`src/rtl/router_read_arbiter.sv`:
```
// router_read_arbiter: round-robin, packet-granular drain of three router FIFOs into one tagged byte stream
module router_read_arbiter #(
  parameter int MAX_WAIT = 24
) (
  input  logic       clock,
  input  logic       reset,
  input  logic       vld_out_0,
  input  logic       vld_out_1,
  input  logic       vld_out_2,
  input  logic [7:0] data_out_0,
  input  logic [7:0] data_out_1,
  input  logic [7:0] data_out_2,
  output logic       read_enb_0,
  output logic       read_enb_1,
  output logic       read_enb_2,
  input  logic       out_ready,
  output logic       out_valid,
  output logic [7:0] out_data,
  output logic       out_sop,
  output logic       out_eop,
  output logic [1:0] out_chan,
  output logic       parity_err,
  output logic       rd_busy,
  output logic       abort
);
  localparam int SW = $clog2(MAX_WAIT + 1);
  localparam logic [SW-1:0] STALL_LIM = SW'(MAX_WAIT - 1);
  typedef enum logic [2:0] {IDLE, HDR, HWAIT, BODY, DONE} state_t;
  state_t state, state_nx;
  logic [1:0] grant, rr, c1, c2, c3, pick, cnt;
  logic [3:0] vld;
  logic [7:0] data_g, acc;
  logic [6:0] rem;
  logic [SW-1:0] stall;
  logic [12:0] fifo_q [2];
  logic [12:0] head;
  logic vld_g, found, rd_active, room, issue, inflight, inf_eop, push, pop, wp, rp;

  function automatic logic [1:0] nxt(input logic [1:0] c);
    return c == 2'd2 ? 2'd0 : c + 2'd1;
  endfunction

  assign vld = {1'b0, vld_out_2, vld_out_1, vld_out_0};
  assign vld_g = vld[grant];
  assign data_g = grant == 2'd2 ? data_out_2 : grant == 2'd1 ? data_out_1 : data_out_0;
  assign c1 = rr;
  assign c2 = nxt(rr);
  assign c3 = nxt(c2);
  assign found = |vld;
  assign pick = vld[c1] ? c1 : vld[c2] ? c2 : c3;
  assign rd_active = state == HDR || state == BODY;
  // a read may only be issued if its byte is guaranteed a buffer slot on arrival
  assign room = ({1'b0, cnt} + {2'b0, inflight} - {2'b0, pop}) < 3'd2;
  assign issue = rd_active & vld_g & room;
  assign abort = rd_active & ~vld_g & (stall == STALL_LIM);
  assign read_enb_0 = issue & (grant == 2'd0);
  assign read_enb_1 = issue & (grant == 2'd1);
  assign read_enb_2 = issue & (grant == 2'd2);
  assign push = inflight;
  assign head = fifo_q[rp];
  assign out_valid = cnt != 2'd0;
  assign pop = out_valid & out_ready;
  assign {out_data, out_sop, out_eop, out_chan} = out_valid ? head[12:1] : 12'd0;
  assign parity_err = out_valid & head[3] & head[0];
  assign rd_busy = state != IDLE;

  always_comb begin
    state_nx = state;
    case (state)
      IDLE:    state_nx = found ? HDR : IDLE;
      HDR:     state_nx = abort ? DONE : issue ? HWAIT : HDR;
      HWAIT:   state_nx = inflight ? BODY : HWAIT;
      BODY:    state_nx = (abort || (issue && rem == 7'd1)) ? DONE : BODY;
      DONE:    state_nx = inflight ? DONE : IDLE;
      default: state_nx = IDLE;
    endcase
  end

  always_ff @(posedge clock) begin
    if (reset) begin
      state <= IDLE;
      grant <= 2'd0;
      rr <= 2'd0;
      inflight <= 1'b0;
      inf_eop <= 1'b0;
      rem <= 7'd0;
      acc <= 8'd0;
      stall <= '0;
      wp <= 1'b0;
      rp <= 1'b0;
      cnt <= 2'd0;
      fifo_q[0] <= 13'd0;
      fifo_q[1] <= 13'd0;
    end else begin
      state <= state_nx;
      if (state == IDLE && found) grant <= pick;
      if (state == DONE && !inflight) rr <= nxt(grant);
      inflight <= issue;
      inf_eop <= issue & (state == BODY) & (rem == 7'd1);
      stall <= (issue || !rd_active) ? '0 : (!vld_g ? stall + SW'(1) : stall);
      if (state == HWAIT && inflight) rem <= {1'b0, data_g[7:2]} + 7'd1;
      else if (state == BODY && issue) rem <= rem - 7'd1;
      if (inflight) acc <= state == HWAIT ? data_g : acc ^ data_g;
      if (push) begin
        fifo_q[wp] <= {data_g, state == HWAIT, inf_eop, grant, inf_eop & (|(acc ^ data_g))};
        wp <= ~wp;
      end
      if (pop) rp <= ~rp;
      cnt <= cnt + {1'b0, push} - {1'b0, pop};
    end
  end
endmodule

```
`config.mk`:
```
export PLATFORM = sky130hd
export DESIGN_NAME = router_read_arbiter
export DESIGN_NICKNAME = d
export VERILOG_FILES = /design/src/rtl/router_read_arbiter.sv
export SDC_FILE = /design/constraint.sdc
export NUM_CORES = 1
export LEC_CHECK = 0
export CAP_MARGIN = 20
export CORE_ASPECT_RATIO = 1.25
export CORE_MARGIN = 2
export CORE_UTILIZATION = 51
export DETAILED_ROUTE_END_ITERATION = 8
export PLACE_DENSITY = 0.72
export SLEW_MARGIN = 20
export SYNTH_ARGS = -nofsm -noshare
export SYNTH_HDL_FRONTEND = slang
export SYNTH_SLANG_ARGS = --single-unit
```
`constraint.sdc`:
```
create_clock -name clock -period 7.96 [get_ports clock]
set_clock_uncertainty 0.15 [all_clocks]
set_input_delay 1.592 -clock clock [delete_from_list [all_inputs] [get_ports clock]]
set_output_delay 1.592 -clock clock [all_outputs]
set_load 0.02 [all_outputs]
```
Word-level counts from Yosys, hierarchy flattened
Memory sizes are Yosys's and may differ from the RTL's. A register that Yosys moved wholly into a read port is not among the register bits.
Index checks and enable logic that the tools add are counted.
{"block": "op_classes", "bitwise": 17, "addsub": 10, "mux": 34, "reduce_logical": 19, "n_shift": 0, "div": 0, "n_eq_ne": 10, "order_cmp": 4, "n_mul": 0}
{"cell": "8-bit two-way mux", "count": 3}
{"cell": "3-bit case mux with 5 select lines", "count": 1}
{"cell": "1-bit two-way mux", "count": 14}
{"cell": "7-bit two-way mux", "count": 2}
{"cell": "1-bit bitwise AND", "count": 13}
{"cell": "13-bit two-way mux", "count": 1}
{"cell": "13-bit OR reduction", "count": 1}
{"cell": "12-bit two-way mux", "count": 1}
{"cell": "2-bit two-way mux", "count": 6}
{"cell": "2-bit by 3-bit < comparator with 1-bit output (second input constant)", "count": 3}
{"cell": "3-bit two-way mux", "count": 3}
{"cell": "8-bit OR reduction", "count": 1}
{"cell": "8-bit XOR", "count": 1}
{"cell": "6-bit by 1-bit adder with 7-bit output (second input constant)", "count": 1}
{"cell": "7-bit by 1-bit == test with 1-bit output (second input constant)", "count": 1}
{"cell": "7-bit by 1-bit subtractor with 7-bit output (second input constant)", "count": 1}
{"cell": "2-bit by 1-bit adder with 2-bit output (second input constant)", "count": 3}
{"cell": "1-bit binary-select mux with 2-bit select", "count": 3}
{"cell": "2-bit == test (second input constant)", "count": 3}
{"cell": "3-bit by 2-bit == test with 1-bit output (second input constant)", "count": 2}
{"cell": "5-bit by 1-bit adder with 5-bit output (second input constant)", "count": 1}
{"cell": "5-bit == test (second input constant)", "count": 1}
{"cell": "1-bit logical AND", "count": 5}
{"cell": "2-bit nonzero test", "count": 2}
{"cell": "16 further kinds", "count": 21}
{"block": "totals", "mem_count": 1, "in_bits": 30, "ramBits": 26, "out_inout_bits": 19, "romBits": 0, "register_bits": 33, "latchBits": 0}
{"memory": "fifo_q", "words": 2, "word_bits": 13, "read_ports": 1, "rd_ports_with_merged_regs": 1, "wr": 2, "line_no": "35", "source": "logic [12:0] fifo_q [2];"}

Longest topological paths before layout
{"block": "logic_depth", "ltp_word": 9, "mapped_depth": 11}

Least setup slack after synthesis
Ideal clock, no wire load.
{"block": "synth_path", "kind": "input-to-output", "from": "input out_ready", "to": "output read_enb_1", "stages": 9, "required_time_ps": 6218, "n_path_buf": 0, "arrival_ps": 3650, "setup_slack_ps": 2568, "cell_sequence": "nor2b_1 > ha_1 > inv_1 > ha_1 > fa_1 > xnor2_1 > nor2_1 > nand3_2 > nor3b_1"}
{"block": "synth_between", "elab_chain_len": 5}
{"item": "start: declaration", "line_no": "16", "source": "input logic out_ready,"}
{"item": "1-bit bitwise AND", "line_no": "62", "source": "assign pop = out_valid & out_ready;"}
{"item": "3-bit by 1-bit subtractor with 3-bit output", "line_no": "53", "source": "assign room = ({1'b0, cnt} + {2'b0, inflight} - {2'b0, pop}) < 3'd2;"}
{"item": "3-bit by 2-bit < comparator with 1-bit output", "line_no": "53"}
{"item": "1-bit bitwise AND", "line_no": "54", "source": "assign issue = rd_active & vld_g & room;"}
{"item": "1-bit bitwise AND", "line_no": "57", "source": "assign read_enb_1 = issue & (grant == 2'd1);"}
{"item": "end: declaration", "line_no": "14", "source": "output logic read_enb_1,"}
Every way passes these cells.

Final worst setup path
{"block": "layout_path", "from": "input out_ready", "to": "output read_enb_1"}
{"block": "layout_between", "elab_chain_len": 5}
{"item": "1-bit bitwise AND", "line_no": "62"}
{"item": "net pop", "line_no": "37", "source": "logic vld_g, found, rd_active, room, issue, inflight, inf_eop, push, pop, wp, rp;"}
{"item": "3-bit by 1-bit subtractor with 3-bit output", "line_no": "53"}
{"item": "3-bit by 2-bit < comparator with 1-bit output", "line_no": "53"}
{"item": "1-bit bitwise AND", "line_no": "54"}
{"item": "1-bit bitwise AND", "line_no": "57"}
The timed path passes the listed nets, and every way through them passes these cells.

==> impl_metrics.toml <==
[clock_tree]
hold_buffers = 0
cts_buffers = 9
clk_pin_slew_ps = 70
ctsResizeCount = 0
clock-sinks = 60
clock_latency_ps = 330
clockBufferDepth = 2
htreeDepth = 3
post_cts_buffers = 0
cts_tree = "yes"
root_buffer = "clkbuf_8"

[detailed_routing]
vias = 2713
vias_per_cell = 5.57
drt_pass1_iterations = 4
drc = 0
drt-total-wl_mm = 7.35
routedWlPerCell_um = 15.1
drtIter0Drc = 146
drtAntennaViolNets = 0

[floorplan]
io_pins = 49
die_area_um2 = 7520
start_util = 0.528
die_y_um = 96.5
die_x_um = 78.0
placementRows = 33
core-area_um2 = 6610

[placement]
dp_hpwl_mm = 5.24
port_buffers = 48
pre_cts_slack_ps = 1590
place_congestion = 0.828
place_inst = 471

[yosys]
synthTopCellsByCount = "nor2_1 (61), mux2i_1 (36), dfxtp_1 (34)"
synth.area.top_cells = "edfxtp_1 (22%), dfxtp_1 (20%), mux2i_1 (10%)"
synth-async-reset-ratio = 0
yosysTopAreaCellShare = 0.224
avgSynthCellArea_um2 = 9.88
synth_most_common_cell = "nor2_1"
synth_seq_cells = 60
synth.largest_area_cell = "edfxtp_1"
synth_cells = 353
yosysWarnings = 0
seq_area_frac_synth = 0.419
synth_edf_count = 26
ys.flop_type = "dfxtp_1"
syn_nets = 390
ys_types = 62
netlist_area_um2 = 3490

[timing]
slew_headroom = 0.350
slew_violations = 0
setup_tns_ps = 0
worst_pin_slew_ps = 971
hold_viol_final = 0
setup_ws_ps = 1580
period_needed_ps = 6380
setup_viol = 0
rsz0062_at_grt = "false"
min_period_over_period = 0.801
fmax_mhz = 157

[flow_run]
cap_violations = 0

[global_route]
grt_antenna_before_repair = 0
overflow = 0
grt_use_total = 0.212
grt_pass1_vias = 2631
grt_pass1_wl_mm = 12.4
grt_max_degree = 35

[worst_setup_path]
critical_path_class = "in2out"
cp_max_fo = 7
cp_slowest_cell = "clkdlybuf4s50_1"
critical_path.cell_chain = "clkdlybuf4s50_1 > nor2b_1 > ha_1 > inv_1 > ha_1 > fa_1 > xnor2_1 > nor2_1 > nand3_2 > nor3b_1 > clkdlybuf4s50_1"
slowest_delay_ps = 630
start_kind = "input pin"
required_ps = 6220
end_kind = "output pin"
cp.arrival_ps = 4640

[cells_and_area]
drive_gt1_frac = 0.0900
fillCellCount = 563
multi_input_area_um2 = 1840
seqCellArea_um2 = 1460
diodes = 0
stdcell_count = 487
areaGrowthSynthToFinish_pct = 20.4
nNetsFinal = 432

[power_and_ir_drop]
ir_worst_vdd_v = 0.000197
leakagePower_nw = 1.49
power_w = 0.00127
power-per-cell-area_nw_per_um2 = 304

[outcome]
status = "complete, no violations"

[worst_hold_path]
hold_class = "reg2reg"
critical path, delay by kind of cell:
family / cells / cell delay [ps]
buffers and inverters: 3 / 1060
AND/OR/NAND/NOR: 4 / 920
adder cells (fa/ha/maj): 3 / 890
XOR/XNOR: 1 / 170
worst paths after layout:
check / endpoint / cells past startpoint / startpoint / slack (ps)
worst max-delay path: read_enb_1 / 11 / out_ready / 1580
worst min-delay path: stall[4]$_SDFFE_PP0N_ / 2 / stall[4]$_SDFFE_PP0N_ / 380
worst max register to register: rem[4]$_SDFFE_PP0P_ / 11 / cnt[1]$_SDFF_PP0_ / 4330
worst min register to register: stall[4]$_SDFFE_PP0N_ / 2 / stall[4]$_SDFFE_PP0N_ / 380
flip-flops by register name (all words and copies together) (netlist names), named ones only:
register and cells:
cnt 2, inf_eop 1, grant 2, state 3, wp 1, fifo_q 26
c1 2, rem 7, stall 5, inflight 1, acc 8, rp 1
layer usage:
layer	routed length [um]	share of wire	GRT usage	vias up
met5	0	0	0	-
met4	71	0.0097	0.0892	0
met3	246	0.033	0.0390	9
met2	3710	0.51	0.373	61
met1	3320	0.45	0.258	1297
li1	-	-	-	1346
cell families (layout without fill, tap and decap cells):
kind of cell / count (synthesis) / count (layout) / synth area share
compound gates: 55 / 55 / 0.114
xor+xnor: 22 / 22 / 0.0552
fa+ha+maj: 7 / 7 / 0.0273
buf+inv: 35 / 82 / 0.0531
flops: 60 / 60 / 0.419
mux: 44 / 44 / 0.141
simple gates: 130 / 130 / 0.190
final cells by class:
class                           instances  area share
Multi-Input combinational cell        258       0.439
Timing Repair Buffer                   50       0.118
Clock inverter                          6      0.0244
Tap cell                               87      0.0259
Inverter                               16      0.0143
Sequential cell                        60       0.348
Clock buffer                           10      0.0304
power by group:
| group | switching (W) | internal [W] | total (W) |
|---|---|---|---|
| sequential | 0.0000649 | 0.000367 | 0.000432 |
| combinational | 0.000296 | 0.000226 | 0.000521 |
| clock | 0.000116 | 0.000205 | 0.000321 |
| total | 0.000476 | 0.000798 | 0.00127 |
layout by cell type (no fill, tap or decap), types with 6 or more instances in the layout:
master	Yosys	layout
o21ai_0	8	8
ha_1	6	6
nand3_1	9	9
xor2_1	12	12
a21oi_1	12	12
nor3_1	8	8
xnor2_1	10	10
nand2_1	7	7
clkdlybuf4s50_1	0	48
mux2i_1	36	36
and3_1	7	7
dfxtp_1	34	33
edfxtp_1	26	26
inv_1	15	15
nor2_1	61	61
a22oi_1	8	8
clkbuf_8	0	9
nand4_1	7	7
per-stage QoR:
stage | instance area (um2) | utilization | hold slack [ps]
final | 4200 | 0.636 | 379
after global routing | 4200 | 0.636 | 407
after CTS | 4200 | 0.635 | 376
after detailed placement | 3970 | 0.601 | 355
after global placement | 3970 | 0.601 | 355
after floorplan | 3490 | - | 329
No activity file was read; power rests on OpenSTA's default activity.
